<file path="src/rtl/io_pulse_pkg.sv">
// Shared constants for the io_pulse_counter_wb register block: word offsets, CTRL bit
// positions, parameter limits and the Wishbone handshake states.
package io_pulse_pkg;

   localparam int unsigned OFS_CTRL   = 0;
   localparam int unsigned OFS_STATUS = 1;
   localparam int unsigned OFS_COUNT0 = 2;

   localparam int unsigned IRQ_EN_BIT = 8;

   localparam int unsigned NCH_MAX = 8;
   localparam int unsigned CW_MAX  = 32;

   typedef enum logic {
      StIdle,
      StAck
   } wb_state_e;

endpackage

</file>
<file path="src/rtl/io_edge_sync.sv">
// Two-flop synchronizer for one asynchronous pad input, followed by a delay flop whose
// comparison with the synchronized level yields a one-cycle rising-edge strobe.
module io_edge_sync (
   input  logic clk,
   input  logic rst,
   input  logic din,
   output logic rise
);

   logic sync1_q;
   logic sync2_q;
   logic prev_q;

   always_ff @(posedge clk) begin
      if (rst) begin
         sync1_q <= 1'b0;
         sync2_q <= 1'b0;
         prev_q  <= 1'b0;
      end else begin
         sync1_q <= din;
         sync2_q <= sync1_q;
         prev_q  <= sync2_q;
      end
   end

   assign rise = sync2_q & ~prev_q;

endmodule

</file>
<file path="src/rtl/io_pulse_counter_wb.sv">
// Per-channel rising-edge counters on user pad inputs, read and cleared over a Wishbone
// classic slave, with sticky wrap flags feeding a registered level interrupt.
module io_pulse_counter_wb
   import io_pulse_pkg::*;
#(
   parameter int unsigned NCH      = 4,
   parameter int unsigned CW       = 16,
   parameter logic [31:0] BASE_ADR = 32'h3000_0000
) (
   input  logic           wb_clk_i,
   input  logic           wb_rst_i,
   input  logic           wbs_cyc_i,
   input  logic           wbs_stb_i,
   input  logic           wbs_we_i,
   input  logic [3:0]     wbs_sel_i,
   input  logic [31:0]    wbs_adr_i,
   input  logic [31:0]    wbs_dat_i,
   output logic           wbs_ack_o,
   output logic [31:0]    wbs_dat_o,
   input  logic [NCH-1:0] io_in,
   output logic           irq
);

   if (NCH < 1 || NCH > NCH_MAX || CW < 1 || CW > CW_MAX) begin : g_bad_param
      $error("io_pulse_counter_wb: NCH or CW out of range");
   end

   wb_state_e      state_q, state_d;
   logic [31:0]    dat_q;
   logic [31:0]    rdata;
   logic [NCH-1:0] en_q, en_d;
   logic [NCH-1:0] ovf_q, ovf_d;
   logic [NCH-1:0] rise;
   logic           irq_en_q, irq_en_d;
   logic           irq_q;
   logic [CW-1:0]  count_q [NCH];
   logic [CW-1:0]  count_d [NCH];
   logic [5:0]     ofs;
   logic           req;
   logic           hit;
   logic           wr;
   logic           unused_bits;

   // Byte lanes, the low address bits and unmapped data bits carry no meaning here.
   assign unused_bits = ^{wbs_sel_i, wbs_adr_i[1:0], wbs_dat_i};

   for (genvar i = 0; i < NCH; i++) begin : g_ch
      io_edge_sync u_sync (
         .clk  (wb_clk_i),
         .rst  (wb_rst_i),
         .din  (io_in[i]),
         .rise (rise[i])
      );
   end

   assign ofs = wbs_adr_i[7:2];
   assign req = wbs_cyc_i & wbs_stb_i & ~wbs_ack_o;
   assign hit = (wbs_adr_i[31:8] == BASE_ADR[31:8]) && (32'(ofs) < OFS_COUNT0 + NCH);
   assign wr  = req & wbs_we_i & hit;

   always_comb begin
      state_d = state_q;
      unique case (state_q)
         StIdle: if (wbs_cyc_i && wbs_stb_i) state_d = StAck;
         StAck:  state_d = StIdle;
      endcase
   end

   always_comb begin
      rdata = '0;
      if (hit) begin
         if (ofs == 6'(OFS_CTRL)) begin
            rdata[NCH-1:0]    = en_q;
            rdata[IRQ_EN_BIT] = irq_en_q;
         end else if (ofs == 6'(OFS_STATUS)) begin
            rdata[NCH-1:0] = ovf_q;
         end
         for (int i = 0; i < NCH; i++) begin
            if (ofs == 6'(OFS_COUNT0 + i)) rdata[CW-1:0] = count_q[i];
         end
      end
   end

   // Clear beats a coincident edge; a new wrap beats a coincident W1C.
   always_comb begin
      en_d     = en_q;
      irq_en_d = irq_en_q;
      ovf_d    = ovf_q;
      count_d  = count_q;
      if (wr && ofs == 6'(OFS_CTRL)) begin
         en_d     = wbs_dat_i[NCH-1:0];
         irq_en_d = wbs_dat_i[IRQ_EN_BIT];
      end
      if (wr && ofs == 6'(OFS_STATUS)) ovf_d = ovf_q & ~wbs_dat_i[NCH-1:0];
      for (int i = 0; i < NCH; i++) begin
         if (wr && ofs == 6'(OFS_COUNT0 + i)) begin
            count_d[i] = '0;
         end else if (rise[i] && en_q[i]) begin
            count_d[i] = count_q[i] + CW'(1);
            if (&count_q[i]) ovf_d[i] = 1'b1;
         end
      end
   end

   always_ff @(posedge wb_clk_i) begin
      if (wb_rst_i) begin
         state_q  <= StIdle;
         dat_q    <= '0;
         en_q     <= '0;
         irq_en_q <= 1'b0;
         ovf_q    <= '0;
         irq_q    <= 1'b0;
         for (int i = 0; i < NCH; i++) count_q[i] <= '0;
      end else begin
         state_q  <= state_d;
         dat_q    <= req ? rdata : '0;
         en_q     <= en_d;
         irq_en_q <= irq_en_d;
         ovf_q    <= ovf_d;
         irq_q    <= irq_en_q & (|ovf_q);
         for (int i = 0; i < NCH; i++) count_q[i] <= count_d[i];
      end
   end

   assign wbs_ack_o = (state_q == StAck);
   assign wbs_dat_o = dat_q;
   assign irq       = irq_q;

endmodule
</file>
<file path="config.mk">
export PLATFORM = sky130hd
export DESIGN_NAME = io_pulse_counter_wb
export DESIGN_NICKNAME = d
export VERILOG_FILES = /design/src/rtl/io_pulse_pkg.sv /design/src/rtl/io_edge_sync.sv /design/src/rtl/io_pulse_counter_wb.sv
export SDC_FILE = /design/constraint.sdc
export NUM_CORES = 1
export LEC_CHECK = 0
export BUFFER_PORTS_ARGS = -buffer_cell sky130_fd_sc_hd__buf_4
export CORE_MARGIN = 3
export CORE_UTILIZATION = 45
export CTS_BUF_LIST = sky130_fd_sc_hd__clkbuf_8 sky130_fd_sc_hd__clkbuf_16
export CTS_CLUSTER_SIZE = 12
export DETAILED_ROUTE_END_ITERATION = 6
export GPL_TIMING_DRIVEN = 1
export HOLD_SLACK_MARGIN = 0.08
export PLACE_DENSITY = 0.74
export SYNTH_ARGS = -nofsm -noshare
export SYNTH_HDL_FRONTEND = slang
export SYNTH_SLANG_ARGS = --single-unit
</file>
<file path="constraint.sdc">
create_clock -name wb_clk_i -period 1.98 [get_ports wb_clk_i]
set_clock_uncertainty 0.05 [all_clocks]
set_input_delay 0.099 -clock wb_clk_i [delete_from_list [all_inputs] [get_ports wb_clk_i]]
set_output_delay 0.099 -clock wb_clk_i [all_outputs]
set_load 0.1 [all_outputs]
</file>
# After elaboration in Yosys (flattened, before gate mapping)
# Index checks and enable logic that the tools add are counted.
# classes
bitwise_logic	18
n_addsub	4
muxes	22
n_reduce_logical	23
eq_ne	6
n_lt_le_gt_ge	1
# op_table
cell	n
$add A16 B1 Y16 const B	4
$mux W16	4
$reduce_and A16 Y1	4
$eq A24 B22 Y1 const B	1
$mux W1	14
$eq A6 B2 Y1 const B	2
$eq A6 B3 Y1 const B	2
$logic_and A1 B1 Y1	12
$mux W4	3
$and A1 B1 Y1	9
$reduce_or A2 Y1	4
$not A1 Y1	7
$eq A6 B1 Y1 const B	1
$logic_not A6 Y1	1
$lt A6 B3 Y1 const B	1
$and A4 B4 Y4	1
$not A4 Y4	1
$reduce_or A4 Y1	1
$reduce_or A3 Y1	1
$pmux W1 S2	1
# word_totals
out_inout_bits	34
elab_cells	97
register_bits	119

# Longest topological paths before layout
# Gate-level depths: netlist (run 1).
# logic_depth
depth_word	9
mapped_depth	9

# Hierarchy
# From an unflattened synthesis (run 1), not the netlist that was laid out.
# unflattened
hier_cells	516
area_unflattened_um2	4720.8
# modules_own_cells
module	cells_each	instances	seq_area_each_um2	area_each_um2
io_pulse_counter_wb	488	1	1821.7	4370.4
io_edge_sync	7	4	60.1	87.6

# Least setup slack after synthesis (run 1)
# OpenSTA, ideal clock, no wires.
# synth_timing
path_type	reg2reg
start	register state_q, in the netlist wbs_ack_o
end	register count_q[57] in the netlist's numbering
n_path_buf	2
t_arrival_ns	1.886
period_less_slack_ns	2.000
setup_time_ns	0.065
slack_ns	-0.020
path_stages_with_launch	7
cell_sequence	dfxtp_1 -> nand4b_1 -> nor3_4 -> a21o_1 -> buf_4 -> buf_4 -> nor2_1
# synth_via
elab_chain_cells	6
# synth_lines
element	line_no	rtl
start: declaration	io_pulse_counter_wb.sv:28	wb_state_e state_q, state_d;
start signal: assignment	io_pulse_counter_wb.sv:107	state_q <= StIdle;
start signal: assignment	io_pulse_counter_wb.sv:115	state_q <= state_d;
$not A1 Y1	-	
$and A1 B1 Y1	io_pulse_counter_wb.sv:57	assign req = wbs_cyc_i & wbs_stb_i & ~wbs_ack_o;
$and A1 B1 Y1 (2 in a row)	io_pulse_counter_wb.sv:59	assign wr = req & wbs_we_i & hit;
$logic_and A1 B1 Y1	io_pulse_counter_wb.sv:96	if (wr && ofs == 6'(OFS_COUNT0 + i)) begin
$reduce_or A2 Y1 (no line)	-	
end: declaration	io_pulse_counter_wb.sv:36	logic [CW-1:0] count_q [NCH];
# No other way between the ends.
# A chain may end at the register's enable or synchronous reset.

# Final worst setup path (run 1)
# layout_timing
start	input port wbs_stb_i
end	register dat_q[6], in the netlist wbs_dat_o[6]
# layout_via
elab_chain_cells	4
# layout_lines
element	line_no	rtl
start: declaration	io_pulse_counter_wb.sv:13	input logic wbs_stb_i,
$and A1 B1 Y1 (2 in a row)	io_pulse_counter_wb.sv:57	
$not A1 Y1 (no line)	-	
$reduce_or A3 Y1 (no line)	-	
end signal: assignment	io_pulse_counter_wb.sv:116	dat_q <= req ? rdata : '0;
end: declaration	io_pulse_counter_wb.sv:29	logic [31:0] dat_q;
# No other way between the ends.

==> metrics.md, run 1 <==
| Metric | Value |
|---|---|
| Reg2reg setup slack | 0.14 ns |
| CTS tree | done |
| Nets | 685 |
| R2r endpoint | count_q[44] |
| IO buf count | 61 |
| Sequential area share after synthesis | 42.26% |
| Cell Area, Synth | 4880 µm² |
| Worst Hold Class | input port to register |
| Status | finished clean |
| TNS Setup | 0 ns |
| Wire length on met1 | 4694 µm |
| CTS max path bufs | 2 |
| Final GP Congestion | 0.8498 |
| # rows | 37 |
| Crit-path most repeated cell | dlygate4sd3_1 |
| Global route overflow | 0 |
| # diodes | 0 |
| Proportion of layout cells with a drive suffix above 1 | 21.51% |
| Seq cells post-synth | 103 |
| Inst Count DP | 713 |
| Clk pin slew, worst setup/hold paths | 0.09 ns |
| Number of global-route vias before repair | 3817 |
| DRC | 0 |
| Routed WL per cell | 14.79 µm |
| Gate power share | 8.7% |
| Tcrit/Tclk final | 96.82% |
| Setup violators final | 0 |
| Max Clk Rate | 0.5216 GHz |
| Switching part of the total power | 24.17% |
| Post-layout minimum cycle time | 1.917 ns |
| Syn Area/Cell | 9.295 µm² |
| CP peak stage delay | 0.54 ns |
| Place WS | 0.08209 ns |
| Crit-path cells | dlygate4sd3_1, buf_4, nand2_1, dlygate4sd3_1, nor3_1, nand2_2, a211oi_1 |
| RSZ-0062 raised after global routing | no |
| Maxcap violations | 0 |
| Clock Power Share | 38.1% |
| Internal cell power | 2972 µW |
| Post-synth top area share | 42.26% |
| Post-synth EDFFs | 0 |
| Worst r2r src | count_q[32] |
| Routed via count | 3915 |
| Core area | 10420 µm² |
| Cell count after synthesis | 525 |
| Max layer used | met4 |
| H-tree levels | 3 |
| Setup crit end | wbs_dat_o[6] |
| Type of origin of the critical path | input port |
| Drt first pass iters | 4 |
| Largest net degree at the start of global routing | 28 |
| Via/cell ratio | 5.255 |
| Slew HR | 65.90% |
| Global-route usage over all layers | 19.11% |
| Peak VDD IR | 375.3 µV |
| Initial drt markers | 197 |
| Metal2 WL | 5485 µm |
| Drt total wl | 11020 µm |
| Routed wl met3 | 664 µm |
| Worst setup slack after layout | 0.06292 ns |
| Area delta synth->final | 19.41% |
| Largest cells by area after synthesis | dfxtp_1 (42%), nor2_1 (6.6%), xnor2_1 (6.5%), xor2_1 (4.3%), buf_4 (3.1%) |
| Die Ht | 110.1 µm |
| Slowest CP cell | dlygate4sd3_1 |
| Net Sw Power | 947.1 µW |
| Slew Viols, Final | 0 |
| Area leader, netlist | dfxtp_1 |
| Crit path kind | input port to register |
| Initial antenna violation count | 0 |
| CP arrival | 2.12 ns |
| Global-route wire length before repair | 18040 µm |
| Inserted Clock Buffers | 9 |
| Worst skew pair latency | 0.37 ns |
| Synth Flop Type | dfxtp_1 |
| Non-Filler Instances | 745 |
| Number of setup buffers added after CTS | 0 |
| Slew @ Worst Pin | 0.5077 ns |
| Sequential power share | 53.2% |
| Most frequent cell after synthesis | dfxtp_1 |
| Fin. Hold Viols | 0 |
| Initial Util | 46.85% |
| CTS sink count | 103 |
| Leak | 0.002170 µW |
| Commonest cells post-synth | dfxtp_1 (103), nor2_1 (86), xnor2_1 (36) |
| CP Capture Type | register |
| Dpl hpwl | 8236 µm |
| Worst Setup SP | wbs_stb_i |
| Cell variety after synth | 54 |
| Crit-path max FO | 8 |
| Die area | 12130 µm² |
| Die width | 110.1 µm |
| Ys Warns | 0 |
| Reg2reg path depth | 6 |
| Worst hold margin | 0.1860 ns |
| Asr flop ratio synth | 0% |
| Post-route ant nets | 0 |
| Pwr Density | 672.6 nW/µm² |
| Req. time, crit path | 2.18 ns |
| Utilization after layout | 55.94% |
| Clk root buf | clkbuf_8 |
| I/O pins | 111 |
flip-flops by register name (all words and copies together), names as in the netlist:
signal,flops
g_ch.u_sync.sync2_q,4
g_ch.u_sync.prev_q,4
en_q,4
irq,1
wbs_ack_o,1
ovf_q,4
count_q,64
g_ch.u_sync.sync1_q,4
irq_en_q,1
wbs_dat_o,16
power groups by stage:
stage | clock network, µW | logic [µW] | registers (µW)
6_report | 1490 | 339 | 2080
5_1_grt | 1600 | 358 | 2090
4_1_cts | 1520 | 338 | 2080
3_5_place_dp | 0 | 314 | 2130
3_3_place_gp | 0 | 309 | 2130
2_1_floorplan | 0 | 239 | 2140
how the worst min path moves through the flow:
stage,startpoint,end,slack (ns),depth (start not counted)
after global placement,io_in[0],g_ch[0].u_sync.sync1_q,0.26,2
after floorplan,wbs_stb_i,wbs_ack_o,0.17,2
final,wbs_adr_i[5],en_q[3],0.19,6
after CTS,wbs_adr_i[5],en_q[3],0.19,6
after detailed placement,io_in[0],g_ch[0].u_sync.sync1_q,0.26,2
after global routing,wbs_adr_i[5],en_q[3],0.22,6
kinds of logic (layout without fill, tap and decap cells):
family          after synthesis  in the layout  share of synthesized area, %
other cells                   1             16                       0.07685
xor+xnor                     60             60                         10.77
fa+ha+maj                     4              4                         1.026
simple gates                236            236                         27.33
compound gates               50             50                         7.026
mux                          19             19                         5.077
buf+inv                      52            121                         6.436
flops                       103            103                         42.26
critical path: cells and delay by family:
family / cells / cell delay (ns)
and+or+nand+nor: 3 / 0.49
buffers and inverters: 3 / 1.17
AOI/OAI and AO/OA: 1 / 0.35
per-stage QoR:
stage	instance area [µm²]	total power (µW)
after floorplan	4937	2377
after global placement	5434	2442
after detailed placement	5434	2447
after CTS	5824	3942
after global routing	5827	4043
final	5827	3919
what timing repair did:
action	4_1_cts	5_1_grt
setup endpoints to repair	0	8
hold endpoints to repair	22	0
hold buffers	16	0
gates resized for setup	0	1
cells in the final DEF, fill, tap and decap left out, types with 5 or more instances in the layout:
cell	count
dlygate4sd3_1	16
conb_1	16
buf_4	73
dfxtp_1	102
mux2_2	6
nand3_1	19
nand2_1	31
xor2_1	24
a21oi_1	16
a22oi_1	16
nor2_4	10
mux2i_1	9
and3_1	5
inv_1	14
nor4_1	5
nor3_1	12
nor4_2	5
xnor2_1	36
a211oi_1	6
nand4_1	12
nor2_1	86
clkbuf_8	11
nor2b_1	13
cell type report:
| type | count | area (µm²) |
|---|---|---|
| fill | 917 | 4589 |
| multi-input combinational | 385 | 2562 |
| sequential | 103 | 2063 |
| clock buffer | 11 | 151.4 |
| tap | 136 | 170.2 |
| timing repair buffer | 91 | 748.2 |
| inverter | 14 | 52.55 |
| clock inverter | 5 | 78.83 |
layer usage:
metal / global-route usage (%) / up-vias
met1: 24.39 / 1856
met5: 0 / -
met4: 5.629 / 0
met2: 32.37 / 127
met3: 4.310 / 12
li1: - / 1920
(Power assumes the default switching activity.)
==> run 2, diff against run 1 <==
==> constraint.sdc (replaced) <==
create_clock -name wb_clk_i -period 2.4 [get_ports wb_clk_i]
set_clock_uncertainty 0.05 [all_clocks]
set_input_delay 0.12 -clock wb_clk_i [delete_from_list [all_inputs] [get_ports wb_clk_i]]
set_output_delay 0.12 -clock wb_clk_i [all_outputs]
set_load 0.1 [all_outputs]
==> run 2 against run 1 <==
Effect of this change:
- clock power shrank 25%
- critical path type is now register to register
- sequential share of layout area rose by 0.13 points
- routed wire length fell by 0.43%
==> metrics.md, run 2 (synthesis results as in run 1) <==
| Metric | Value |
|---|---|
| Dpl hpwl | 8076 µm |
| Reg2reg path depth | 5 |
| R2r endpoint | en_q[2] |
| Internal cell power | 2300 µW |
| Global-route wire length before repair | 18360 µm |
| Max Clk Rate | 0.4594 GHz |
| Buf+Inv Stages, Crit Path | 1 |
| DRC | 0 |
| CP Capture Type | register |
| Die Ht | 110.1 µm |
| Worst Hold Class | input port to register |
| Core area | 10420 µm² |
| Sequential power share | 55.1% |
| CP arrival | 2.39 ns |
| Area delta synth->final | 18.90% |
| H-tree levels | 3 |
| Nets | 686 |
| Fillers | 891 |
| Maxcap violations | 0 |
| Drt first pass iters | 4 |
| Die area | 12130 µm² |
| Proportion of layout cells with a drive suffix above 1 | 20.49% |
| Reg2reg setup slack | 0.22 ns |
| Initial Util | 46.85% |
| CP peak stage delay | 0.56 ns |
| Final GP Congestion | 0.8433 |
| CTS sink count | 103 |
| Tcrit/Tclk final | 90.70% |
| Inserted Clock Buffers | 9 |
| Clk root buf | clkbuf_8 |
| Net Sw Power | 819.0 µW |
| CTS max path bufs | 2 |
| Fin. Hold Viols | 0 |
| Crit-path max FO | 5 |
| Commonest non-fill, non-tap cell in the layout | dfxtp_1 |
| Post-layout minimum cycle time | 2.177 ns |
| Slowest CP cell | dlygate4sd3_1 |
| Number of global-route vias before repair | 3775 |
| Leak | 0.002158 µW |
| IO buf count | 61 |
| Post-route ant nets | 0 |
| Max FFs per register | 64 |
| Utilization after layout | 55.70% |
| # rows | 37 |
| Clk pin slew, worst setup/hold paths | 0.11 ns |
| Slew HR | 55.45% |
| Global-route usage over all layers | 19.23% |
| Slew Viols, Final | 0 |
| Via/cell ratio | 5.298 |
| Peak VDD IR | 266.1 µV |
| Req. time, crit path | 2.62 ns |
| Switching part of the total power | 26.25% |
| TNS Setup | 0 ns |
| Drt total wl | 10970 µm |
| I/O pins | 111 |
| RSZ-0062 raised after global routing | no |
| Largest net degree at the start of global routing | 28 |
| Top delay family on crit path | simple AND/OR/NAND/NOR gates |
| Clock Power Share | 36.0% |
| Hold Path End | wbs_dat_o[2] |
| Status | finished clean |
| Worst r2r src | wbs_ack_o |
| Crit-path cells | nand4b_1, nor4_4, mux2i_1, nor2_1, dlygate4sd3_1 |
| Type of origin of the critical path | register |
| Die width | 110.1 µm |
| Routed WL per cell | 14.71 µm |
| Worst skew pair latency | 0.37 ns |
| Crit path kind | register to register |
| Pwr Density | 537.7 nW/µm² |
| Hold depth | 5 |
| Initial antenna violation count | 0 |
| Setup violators final | 0 |
| Initial drt markers | 191 |
| Gate power share | 8.8% |
| # diodes | 0 |
| Hold_sp | wbs_adr_i[7] |
| Most frequent cells in the layout | dfxtp_1 (103), nor2_1 (86), buf_4 (70), xnor2_1 (36), nand2_1 (32) |
| Routed via count | 3952 |
| Top reg by flops | count_q |
| Global route overflow | 0 |
| CTS tree | done |
| Slew @ Worst Pin | 0.6621 ns |
[run 2: per-layer routing]
layer / global-route usage, % / part of all wire [%] / vias up
li1: - / - / 1928
met1: 25.46 / 44 / 1893
met2: 31.41 / 49 / 111
met3: 4.310 / 5.4 / 20
met4: 5.805 / 1.9 / 0
met5: 0 / 0 / -
[run 2: worst max-delay path by stage]
stage                        from          end  slack, ns  depth (start not counted)
floorplan               wbs_ack_o  count_q[57]       0.40                          6
global placement    wbs_adr_i[10]     ovf_q[3]       0.53                          6
detailed placement  wbs_adr_i[10]     ovf_q[3]       0.51                          6
CTS                     wbs_ack_o      en_q[2]       0.23                          5
global route            wbs_ack_o      en_q[2]       0.08                          5
finish                  wbs_ack_o      en_q[2]       0.22                          5
[run 2: repair_timing]
action / 4_1_cts / 5_1_grt
setup buffers: 0 / 0
endpoints found under the hold margin: 22 / 0
hold buffers: 21 / 0
gates resized for setup: 0 / 0
[run 2: stage by stage]
stage	hold slack, ns	std cells	power [µW]	setup WS, ns	area, µm²
2_1_floorplan	0.1982	540	1961	0.3997	4936
3_3_place_gp	0.2831	709	2010	0.5337	5390
3_5_place_dp	0.2918	709	2015	0.5061	5390
4_1_cts	0.2796	746	3150	0.2328	5802
5_1_grt	0.2935	746	3225	0.07704	5802
6_report	0.2880	746	3119	0.2231	5802
[run 2: power groups by stage]
stage / Clock [µW] / Combinational (µW) / Sequential, µW
after CTS: 1150 / 275 / 1720
after global placement: 0 / 251 / 1760
after global routing: 1210 / 291 / 1720
after floorplan: 0 / 197 / 1760
final: 1120 / 276 / 1720
after detailed placement: 0 / 255 / 1760
[run 2: worst min-delay path: stages]
cell	delay [ns]
buf_4	0.11
nor4_4	0.04
buf_4	0.16
a22oi_1	0.14
a21oi_1	0.09
[run 2: cell type report]
class	count	area, µm²	area share, %
multi-input cells	385	2560	44.12
flip-flops and latches	103	2062	35.54
repair buffers	92	755.7	13.03
well taps	136	170.2	2.933
clock buffers	9	123.9	2.135
clock inverters	7	77.57	1.337
inverters	14	52.55	0.9058
